==> config.mk <==
export PLATFORM = sky130hd
export DESIGN_NAME = dealer_ctrl
export DESIGN_NICKNAME = d
export VERILOG_FILES = /design/src/rtl/poker_types.sv /design/src/rtl/dealer_ctrl.sv
export SDC_FILE = /design/constraint.sdc
export NUM_CORES = 1
export LEC_CHECK = 0
export CORE_MARGIN = 3
export CORE_UTILIZATION = 65
export DETAILED_ROUTE_END_ITERATION = 8
export DONT_BUFFER_PORTS = 1
export GPL_TIMING_DRIVEN = 0
export PLACE_DENSITY = 0.81
export SLEW_MARGIN = 20
export SYNTH_ARGS = -nofsm -noshare
export SYNTH_HDL_FRONTEND = slang
export SYNTH_SLANG_ARGS = --single-unit
==> constraint.sdc <==
create_clock -name clk -period 6.4 [get_ports clk]
set_input_delay 0.96 -clock clk [delete_from_list [all_inputs] [get_ports clk]]
set_output_delay 0.96 -clock clk [all_outputs]
set_load 0.01 [all_outputs]
==> src/rtl/poker_types.sv <==
// poker_types: types and constants shared by the card-handling blocks.
//   card_t          - one card as a 6-bit deck index (0..51)
//   dealer_cmd_t    - phase commands from the game FSM to dealer_ctrl
//   dealer_phase_t  - current hand phase reported by dealer_ctrl
//   helper functions: command legality, phase reached on completion,
//                     number of deck draws for a street (burn included)
package poker_types;

    typedef logic [5:0] card_t;

    localparam int BOARD_SLOTS  = 5;
    localparam int FLOP_DRAWS   = 4;  // burn + 3 board cards
    localparam int STREET_DRAWS = 2;  // burn + 1 board card

    typedef enum logic [1:0] {
        CMD_NEW_HAND = 2'd0,
        CMD_FLOP     = 2'd1,
        CMD_TURN     = 2'd2,
        CMD_RIVER    = 2'd3
    } dealer_cmd_t;

    typedef enum logic [2:0] {
        PH_NO_HAND = 3'd0,
        PH_PREFLOP = 3'd1,
        PH_FLOP    = 3'd2,
        PH_TURN    = 3'd3,
        PH_RIVER   = 3'd4
    } dealer_phase_t;

    // NEW_HAND restarts from anywhere; each street needs the previous one.
    function automatic logic cmd_legal(input dealer_cmd_t c, input dealer_phase_t p);
        case (c)
            CMD_NEW_HAND: return 1'b1;
            CMD_FLOP:     return p == PH_PREFLOP;
            CMD_TURN:     return p == PH_FLOP;
            CMD_RIVER:    return p == PH_TURN;
            default:      return 1'b0;
        endcase
    endfunction

    function automatic dealer_phase_t phase_after(input dealer_cmd_t c);
        case (c)
            CMD_NEW_HAND: return PH_PREFLOP;
            CMD_FLOP:     return PH_FLOP;
            CMD_TURN:     return PH_TURN;
            CMD_RIVER:    return PH_RIVER;
            default:      return PH_NO_HAND;
        endcase
    endfunction

    function automatic logic [4:0] street_draws(input dealer_cmd_t c);
        return (c == CMD_FLOP) ? 5'(FLOP_DRAWS) : 5'(STREET_DRAWS);
    endfunction

endpackage

==> src/rtl/dealer_ctrl.sv <==
// dealer_ctrl: sequences card_deck (shuffle/draw pulses) and turns the
// shuffled deck into a hold'em hand.
//   clk, reset               - clock, asynchronous active-high reset
//   cmd_valid/cmd/cmd_ready  - phase command handshake (ready only in IDLE)
//   deck_start_shuffle       - one-cycle shuffle request to card_deck
//   deck_draw_card           - one-cycle draw request to card_deck
//   deck_ready/deck_top_card - card_deck status and current top card
//   card_valid/card_out      - emitted card strobe and value
//   card_is_board/card_dest/card_slot - card tag (player+slot, or board slot)
//   board/board_count        - community cards and number of valid slots
//   phase                    - current hand phase
//   done/cmd_err             - completion / illegal-command pulses
module dealer_ctrl
    import poker_types::*;
#(
    parameter int NUM_PLAYERS = 4
) (
    input  logic                        clk,
    input  logic                        reset,
    input  logic                        cmd_valid,
    input  dealer_cmd_t                 cmd,
    output logic                        cmd_ready,
    output logic                        deck_start_shuffle,
    output logic                        deck_draw_card,
    input  logic                        deck_ready,
    input  card_t                       deck_top_card,
    output logic                        card_valid,
    output card_t                       card_out,
    output logic                        card_is_board,
    output logic [2:0]                  card_dest,
    output logic                        card_slot,
    output card_t [BOARD_SLOTS-1:0]     board,
    output logic [2:0]                  board_count,
    output dealer_phase_t               phase,
    output logic                        done,
    output logic                        cmd_err
);

    typedef enum logic [2:0] {
        S_IDLE,
        S_SHUF_REQ,
        S_SHUF_GAP,
        S_SHUF_WAIT,
        S_DRAW,
        S_SETTLE,
        S_DONE
    } state_t;

    state_t                  state_q, state_d;
    dealer_phase_t           phase_q;
    dealer_cmd_t             op_q;          // command being executed
    logic [4:0]              draw_cnt_q;    // draws still to make
    logic                    first_q;       // next draw is the first of the command
    logic [2:0]              player_q;      // hole-deal player index
    logic                    slot_q;        // hole-deal slot
    card_t                   card_q;        // card latched in DRAW
    card_t [BOARD_SLOTS-1:0] board_q;
    logic [2:0]              board_count_q;
    logic                    cmd_err_q;

    logic accept;
    logic legal;
    logic is_street;
    logic burn;

    assign accept    = cmd_valid && (state_q == S_IDLE);
    assign legal     = cmd_legal(cmd, phase_q);
    assign is_street = (op_q != CMD_NEW_HAND);
    // The first draw of every street goes to the muck.
    assign burn      = is_street && first_q;

    // NOTE: state registers use non-blocking assignments so every flop
    // samples the pre-edge values and simulation order cannot matter.
    always_ff @(posedge clk or posedge reset) begin
        if (reset) state_q <= S_IDLE;
        else       state_q <= state_d;
    end

    // NOTE: next-state starts from a default so no path leaves state_d
    // unassigned, which would otherwise infer a latch.
    always_comb begin
        state_d = state_q;
        case (state_q)
            S_IDLE: begin
                if (accept && legal) begin
                    state_d = (cmd == CMD_NEW_HAND) ? S_SHUF_REQ : S_DRAW;
                end
            end
            S_SHUF_REQ:  state_d = S_SHUF_GAP;
            // card_deck drops ready here; its stale ready must not be seen.
            S_SHUF_GAP:  state_d = S_SHUF_WAIT;
            S_SHUF_WAIT: if (deck_ready) state_d = S_DRAW;
            S_DRAW:      if (deck_ready) state_d = S_SETTLE;
            S_SETTLE:    state_d = (draw_cnt_q == 5'd1) ? S_DONE : S_DRAW;
            S_DONE:      state_d = S_IDLE;
            default:     state_d = S_IDLE;
        endcase
    end

    // NOTE: the board is only five registers, so it is reset with the rest
    // of the datapath; a large RAM would be left unreset instead.
    always_ff @(posedge clk or posedge reset) begin
        if (reset) begin
            phase_q       <= PH_NO_HAND;
            op_q          <= CMD_NEW_HAND;
            draw_cnt_q    <= '0;
            first_q       <= 1'b0;
            player_q      <= '0;
            slot_q        <= 1'b0;
            card_q        <= '0;
            board_q       <= '0;
            board_count_q <= '0;
            cmd_err_q     <= 1'b0;
        end else begin
            // Illegal commands are accepted but change nothing except cmd_err.
            cmd_err_q <= accept && !legal;
            case (state_q)
                S_IDLE: begin
                    if (accept && legal) begin
                        op_q    <= cmd;
                        first_q <= 1'b1;
                        if (cmd == CMD_NEW_HAND) begin
                            board_count_q <= '0;
                            player_q      <= '0;
                            slot_q        <= 1'b0;
                        end else begin
                            draw_cnt_q <= street_draws(cmd);
                        end
                    end
                end
                S_SHUF_WAIT: begin
                    if (deck_ready) draw_cnt_q <= 5'(2 * NUM_PLAYERS);
                end
                S_DRAW: begin
                    if (deck_ready) card_q <= deck_top_card;
                end
                S_SETTLE: begin
                    draw_cnt_q <= draw_cnt_q - 5'd1;
                    first_q    <= 1'b0;
                    if (!is_street) begin
                        // Round-robin: all players get slot 0, then slot 1.
                        if (player_q == 3'(NUM_PLAYERS - 1)) begin
                            player_q <= '0;
                            slot_q   <= 1'b1;
                        end else begin
                            player_q <= player_q + 3'd1;
                        end
                    end else if (!burn && (board_count_q < 3'(BOARD_SLOTS))) begin
                        board_q[board_count_q] <= card_q;
                        board_count_q          <= board_count_q + 3'd1;
                    end
                end
                S_DONE: phase_q <= phase_after(op_q);
                default: ;
            endcase
        end
    end

    assign cmd_ready          = (state_q == S_IDLE);
    assign deck_start_shuffle = (state_q == S_SHUF_REQ);
    assign deck_draw_card     = (state_q == S_DRAW) && deck_ready;
    assign card_valid         = (state_q == S_SETTLE) && !burn;
    assign card_out           = card_q;
    assign card_is_board      = is_street;
    // For board cards board_count still points at the slot being written.
    assign card_dest          = is_street ? board_count_q : player_q;
    assign card_slot          = is_street ? 1'b0 : slot_q;
    assign board              = board_q;
    assign board_count        = board_count_q;
    assign phase              = phase_q;
    assign done               = (state_q == S_DONE);
    assign cmd_err            = cmd_err_q;

endmodule

---- Yosys cells after proc, flatten, opt, wreduce, memory -nomap -nowiden ----
Cells that the tools add are included.
storage, ports and cells
  word-level logic and storage cells ...... 105
  bits of input ports ..................... 12
  register bits after elaboration ......... 58
  output and inout port bits .............. 53
cells by class
  $add $sub $neg .......................... 3
  magnitude comparators ................... 3
  reduce and logical (&&, ||, !) cells .... 25
  muxes and demuxes ....................... 33
  eq/ne operators ......................... 26
operators with widths
  cell                                              count
  2-to-1 mux 3 bit                                  12
  bitwise mux 30 bit                                1
  demux 6 bit (select 3 bit)                        1
  one-hot mux 3 bit (6 select lines)                1
  == test 3 x 2 -> 1 bit, second input constant     5
  2-to-1 mux 5 bit                                  3
  one-hot mux 5 bit (3 select lines)                1
  inequality test 2 bit, second input constant      7
  one-hot mux 3 bit (2 select lines)                2
  one-hot mux 3 bit (4 select lines)                1
  AND reduction 5 bit                               2
  == test 3 bit, second input constant              3
  == test 2 bit, second input constant              4
  logical AND 1 bit                                 8
  AND reduction 4 bit                               2
  adder 3 x 1 -> 3 bit, second input constant       2
  == test 3 x 1 -> 1 bit, second input constant     2
  2-to-1 mux 1 bit                                  6
  2-to-1 mux 6 bit                                  1
  AND reduction 2 bit                               3
  AND reduction 3 bit                               2
  == test 5 x 1 -> 1 bit, second input constant     1
  subtractor 5 x 1 -> 5 bit, second input constant  1
  == test 2 x 1 -> 1 bit, second input constant     2
  12 further kinds                                  17

---- Depth between registers and ports, before layout ----
Gate-level depths: netlist of the first run.
  depth in word-level cells ............... 7
  mapped depth ............................ 6
  gate-level depth less buffers ........... 6

---- Worst setup path after synthesis of the first run ----
No wires, ideal clock.
  path kind ............................... input port to output port
  start point ............................. in deck_ready
  end point ............................... out deck_draw_card
  stages on the path ...................... 2
  data arrival time ....................... 1.393 ns
  slack ................................... 4.047 ns
  cells stage by stage .................... and3_1 -> clkbuf_1
on the way
  cells in the longest elaborated chain, start to end .. 1
RTL lines
  what                RTL line            source
  start: declaration  dealer_ctrl.sv:25   input logic deck_ready,
  logical AND 1 bit   dealer_ctrl.sv:161  assign deck_draw_card = (state_q == S_DRAW) && deck_ready;
  end: declaration    dealer_ctrl.sv:24   output logic deck_draw_card,
No other way between the ends.

---- Worst setup path in the final report of the first run ----
  start point ............................. reg op_q[0]
  end point ............................... out card_dest[0]
on the way
  cells in the longest elaborated chain, start to end .. 2
RTL lines
  what                      RTL line            source
  start: declaration        dealer_ctrl.sv:51   dealer_cmd_t op_q;
  start signal: assignment  dealer_ctrl.sv:120  op_q <= cmd;
  nonzero test 2 bit        dealer_ctrl.sv:68   assign is_street = (op_q != CMD_NEW_HAND);
  2-to-1 mux 3 bit          dealer_ctrl.sv:166  assign card_dest = is_street ? board_count_q : player_q;
  end: declaration          dealer_ctrl.sv:30   output logic [2:0] card_dest,
No other way between the ends.

==> results.toml, run 1 <==
[detailed_routing]
drtPass1Iterations = 4
final_antenna_net_count = 0
dr.first_iter.drc_count = 110
num_vias = 1847
drc = 0
via_per_inst = 6.28
wire_per_inst_um = 19.1
routed_wl_mm = 5.62

[cells_and_area]
fin_area_mm2 = 0.00305
syn2layout_area_growth_pct = 10.2
fin_nets = 259
utilization = 0.752
seq_area_mm2 = 0.00145
nFillCells = 276
n_antenna_cell = 0
multi_input_area_mm2 = 0.00122
drive_gt1_frac = 0.283

[yosys]
synth-simple-area-share = 0.118
yosysWarnings = 0
async_flop_share = 1.00
ys_seq_elements = 58
ys.flop_type = "dfrtp_1"
ys_types = 44
synth_fa_ha_area_frac = 0.0316
netlist_instances = 229
synth-compound-area-share = 0.111
synth_edf_count = 0
yosysTopAreaCellShare = 0.524
synth.avg_cell_area_um2 = 12.1
synthTopCellsByArea = "dfrtp_1 52%, mux2_2 17%, ha_1 3.2%"
syn_area_mm2 = 0.00277
synth-xor-area-share = 0.00316
ys_seq_area_frac = 0.524
synth_mux_area_frac = 0.178
syn_nets = 248
yosysTopAreaCell = "dfrtp_1"
synth_top_family_by_area = "multiplexers"

[cts]
insertion_delay_ns = 0.33
cts_buffer_depth = 2
htree_levels = 3
clk_pin_slew_ns = 0.06
tritoncts = "yes"
clock-sinks = 58
cts_root_buf = "clkbuf_8"
ctsHoldBuffers = 0
cts_made_buffers = 9
ctsResizeCount = 0
cts_setup_buffers = 0

[critical_path]
worstPathMaxFanout = 10
r2r-start = "op_q[0]"
ff2ff_setup_slack_ns = 4.15
path_class = "reg -> out"
r2r-end = "board[7]"
endpoint_kind = "primary output"
critPathMaxStageDelay_ns = 0.44
worstPathCellList = "inv_1 -> ha_1 -> clkbuf_1 -> mux2_2"
reg2regPathDepth = 5
cp-start-kind = "flip-flop"
crit_required_ns = 5.44
cp.arrival_ns = 1.92
cp_slowest_cell = "clkbuf_1"

[floorplanning]
core-area_mm2 = 0.00406
rows = 23
die_w_um = 71.3
initial_utilization = 0.683
io_pins = 65
die_area_mm2 = 0.00508
die_y_um = 71.3

[min_path]
min_path_type = "reg -> reg"
hold_depth = 2
hold_end = "slot_q"
hp-start = "slot_q"

[sta]
layout_min_cycle_time_ns = 2.88
clock_skew_ns = 0.00588
finalSetupTns_ns = 0
rsz0062_at_grt = "false"
slew_headroom = 0.540
slew_violations = 0
worst_pin_slew_ns = 0.690
hold_viol_final = 0
finalSetupViolations = 0
fmax_mhz = 348
fin_crit_sh = 0.450

[power_and_ir_drop]
leakage_nw = 1.45
p_total_mw = 1.41
p_per_area_mw_per_mm2 = 462
vdd_drop_max_uv = 280

[grt]
grt_max_degree = 59
grt_use_total = 0.235
overflow = 0
grt_pass1_vias = 1798
grt_first_pass_wirelength_mm = 9.05
antenna_found_initial = 0

[placement]
hpwlAfterDp_mm = 3.89
gp_congestion = 0.895
numPortBuffers = 0
placed_area_mm2 = 0.00284

[run_status]
status = "finished, final reports clean"

[run]
maxCapViolCount = 0
-- state kept, by name (all words and copies together), names as in the netlist --
name         flops
phase            3
draw_cnt_q       5
state_q          3
op_q             2
slot_q           1
player_q         3
card_out         6
board           30
board_count      3
first_q          1
cmd_err          1
-- per-stage QoR --
stage	std cells	setup WS, ns	hold WS (ns)
2_1_floorplan	229	4.01	0.475
3_3_place_gp	279	3.48	0.501
3_5_place_dp	279	3.86	0.509
4_1_cts	294	3.54	0.526
5_1_grt	294	3.37	0.538
6_report	294	3.52	0.519
-- power by group --
part | switching [mW] | total, mW | internal (mW) | leakage (nW)
clock | 0.141 | 0.367 | 0.227 | 0.112
combinational | 0.233 | 0.418 | 0.185 | 0.571
sequential | 0.150 | 0.624 | 0.474 | 0.771
-- Yosys cell counts, drive strengths merged, types with 2 or more instances --
cell	number
a21oi	6
a31oi	4
a32o	3
and3	3
buf	2
clkbuf	8
dfrtp	58
ha	7
inv	13
mux2	43
nand2	8
nand2b	2
nand3	6
nor2	11
nor2b	6
nor3	6
o21a	2
o21ai	15
o22a	2
o22ai	3
-- metal layers --
metal  routed length [um]  vias to the layer above  GRT usage
met2                 2730                       50      0.359
met3                  323                        6     0.0785
met4                   48                        0     0.0752
met1                 2520                      932      0.320
li1                     -                      859          -
met5                    0                        -          0
-- how the worst max path moves through the flow --
stage | endpoint | startpoint | cells past startpoint | slack (ns)
detailed placement | deck_draw_card | deck_ready | 2 | 3.86
global placement | board_count[2] | reset | 1 | 3.48
global route | done | state_q[2] | 4 | 3.37
floorplan | board[0] | reset | 1 | 4.01
CTS | card_dest[0] | op_q[0] | 4 | 3.54
finish | card_dest[0] | op_q[0] | 4 | 3.52
-- placed cells by master, fill, tap and decap left out, types with 2 or more instances in the layout --
master	instances
o22ai_1	3
dfrtp_1	58
mux2_2	43
nand2_1	8
clkbuf_8	10
nor3_1	4
nor3_4	2
bufinv_16	2
o21ai_0	15
nand2b_1	2
nand3_1	6
o21a_1	2
a32o_1	3
a31oi_1	4
nor2_1	10
a21oi_1	6
o22a_1	2
clkbuf_1	8
ha_1	7
and3_1	3
nor2b_1	6
inv_1	12
clkinv_2	2
-- cell families after synthesis --
| family | after synthesis |
|---|---|
| multiplexers | 44 |
| adder cells (fa/ha/maj) | 7 |
| AO/OA/AOI/OAI | 46 |
| flip-flops | 58 |
| AND/OR/NAND/NOR | 50 |
| buffers and inverters | 23 |
| XOR/XNOR | 1 |
-- worst max-delay path: cells and delay by family (launching register included) --
family | cells | cell delay [ns]
multiplexers | 1 | 0.43
flip-flops | 1 | 0.39
buffers and inverters | 2 | 0.53
adder cells (fa/ha/maj) | 1 | 0.24
-- cell type report --
cell class / count / share of cell area
Sequential cell: 58 / 0.475
Multi-Input combinational cell: 148 / 0.401
Buffer: 10 / 0.0152
Clock buffer: 10 / 0.0451
Clock inverter: 5 / 0.0258
Tap cell: 50 / 0.0205
Inverter: 13 / 0.0168
No activity file was read; power rests on OpenSTA's default activity.
==> inputs of run 2 (changes only) <==
--- a/config.mk
+++ b/config.mk
@@ -6,11 +6,11 @@
 export NUM_CORES = 1
 export LEC_CHECK = 0
 export CORE_MARGIN = 3
-export CORE_UTILIZATION = 65
+export CORE_UTILIZATION = 56
 export DETAILED_ROUTE_END_ITERATION = 8
 export DONT_BUFFER_PORTS = 1
 export GPL_TIMING_DRIVEN = 0
-export PLACE_DENSITY = 0.81
+export PLACE_DENSITY = 0.74
 export SLEW_MARGIN = 20
 export SYNTH_ARGS = -nofsm -noshare
 export SYNTH_HDL_FRONTEND = slang
==> constraint.sdc (replaced) <==
create_clock -name clk -period 2.3 [get_ports clk]
set_input_delay 0.345 -clock clk [delete_from_list [all_inputs] [get_ports clk]]
set_output_delay 0.345 -clock clk [all_outputs]
set_load 0.01 [all_outputs]
==> run 2 against run 1 <==
Against the previous run: the run now ends with hold timing left; hold slack got worse by 0.52 ns; die area rose by 15%; non-clock buffer count rose by 1; global-route usage fell by 2.3 points; critical endpoint is now board[12]; clock skew rose by 0.0027 ns; clock power rose by 140%; cell count rose by 5.8%; largest cell class unchanged; largest power group unchanged; core utilization fell by 8.4 points; combinational power rose to 2.8 times the previous value; sequential share of layout area barely moved.
==> results.toml, run 2 (synthesis gave the netlist of run 1 again) <==
[critical_path]
r2r-start = "op_q[0]"
r2r-end = "board[12]"
endpoint_kind = "flip-flop"
cp-start-kind = "flip-flop"
cp.arrival_ns = 2.41
worstPathMaxFanout = 6
reg2regPathDepth = 5
crit_required_ns = 2.51
ff2ff_setup_slack_ns = 0.10
path_class = "reg -> reg"

[cts]
cts_root_buf = "clkbuf_8"
insertion_delay_ns = 0.33
tritoncts = "yes"
ctsHoldBuffers = 0
clock-sinks = 58
cts_buffer_depth = 2
htree_levels = 3
clk_pin_slew_ns = 0.06
cts_made_buffers = 9

[sta]
hold_viol_final = 5
worst_pin_slew_ns = 0.693
slew_violations = 0
layout_min_cycle_time_ns = 2.20
slew_headroom = 0.538
fmax_mhz = 455
holdWs_ns = -0.00398
fin_crit_sh = 0.956
clock_skew_ns = 0.00857
rsz0062_at_grt = "false"
finalSetupViolations = 0

[floorplanning]
io_pins = 65
die_area_mm2 = 0.00583
core-area_mm2 = 0.00456
rows = 24
die_y_um = 76.4
initial_utilization = 0.607
die_w_um = 76.4

[power_and_ir_drop]
power.share.clock = 0.231
internal_power_mw = 2.33
swShare = 0.387
netSwitchingPower_mw = 1.47
seq_power_share = 0.460
leakage_nw = 1.45
power_frac_comb = 0.309
p_per_area_mw_per_mm2 = 1250
vdd_drop_max_uv = 743

[grt]
grt_use_total = 0.212
overflow = 0
antenna_found_initial = 0
grt_max_degree = 59
grt_first_pass_wirelength_mm = 9.67
grt_pass1_vias = 1891

[cells_and_area]
fin_nets = 260
drive_gt1_frac = 0.293
n_antenna_cell = 0
syn2layout_area_growth_pct = 10.1
final_cell_mix = "58 x dfrtp_1, 43 x mux2_2, 15 x o21ai_0"
largest_reg_flops = 30
final_common_cell = "dfrtp_1"
final_cells = 311

[run_status]
violations = "hold timing"
status = "finished, violations left"

[placement]
hpwlAfterDp_mm = 4.10
numPortBuffers = 0
gp_congestion = 0.902
place_inst = 294

[detailed_routing]
num_vias = 1848
wire_per_inst_um = 18.8
via_per_inst = 5.94
dr.first_iter.drc_count = 73
routed_wl_mm = 5.85
drtPass1Iterations = 4
final_antenna_net_count = 0
drc = 0

[run]
maxCapViolCount = 0

[min_path]
min_path_type = "in -> async"
==> run 2: cell count changes in the layout (fill, tap and decap cells not counted), sizes merged <==
cell      before  now
clkinvlp       0    1
buf            2    3
bufinv         2    1
clkinv         3    4
==> run 2: final cells by class <==
class	instances	area (um2)
fillers	363	1510
flip-flops and latches	58	1450
multi-input cells	148	1220
clock buffers	10	128
well taps	65	81.3
clock inverters	6	57.6
inverters	13	51.3
plain buffers	10	48.8
repair buffers	1	7.51
==> run 2: timing repair <==
| item | in CTS | in global routing |
|---|---|---|
| setup buffers | 0 | 1 |
| gates resized for setup | 0 | 4 |
| hold endpoints to repair | 0 | 0 |
| endpoints found under the setup margin | 0 | 7 |
==> run 2: stage by stage <==
stage	setup TNS, ns	utilization	setup WS, ns	power [mW]	cell area [um2]
2_1_floorplan	0	-	0.301	2.61	2770
4_1_cts	0	0.666	0.0254	3.82	3040
3_5_place_dp	0	0.626	0.0993	2.93	2860
6_report	0	0.668	0.102	3.80	3050
5_1_grt	0	0.668	0.0117	4.05	3050
3_3_place_gp	-2.13	0.625	-0.0398	2.88	2850
==> run 2: metal layers <==
metal,share of wire,routed length [um],track usage,vias to the layer above
met4,0.0084,49,0.0652,0
met3,0.077,453,0.0745,7
met2,0.48,2820,0.335,68
met1,0.43,2530,0.276,920
li1,-,-,-,853
met5,0,0,0,-
==> run 2: worst max path at each step <==
stage / endpoint / cells after the start / slack (ns) / from
floorplan: board[10] / 5 / 0.30 / op_q[0]
global placement: board[27] / 1 / -0.04 / reset
detailed placement: board[8] / 5 / 0.1 / op_q[1]
CTS: done / 4 / 0.03 / state_q[2]
global route: board[29] / 5 / 0.01 / board_count[0]
finish: board[12] / 5 / 0.10 / op_q[0]
==> run 2: critical path, cell delays in order (launching register included) <==
cell and delay [ns]:
dfrtp_1 0.37, inv_1 0.07, ha_1 0.27, or4_4 0.63, nor3_4 0.35, mux2_2 0.38
==> run 2: power groups by stage <==
stage          registers (mW)  logic (mW)  clock network (mW)
2_1_floorplan            1.65       0.961                   0
3_3_place_gp             1.75        1.13                   0
3_5_place_dp             1.77        1.16                   0
4_1_cts                  1.75        1.17               0.892
5_1_grt                  1.80        1.31               0.943
6_report                 1.75        1.17               0.879
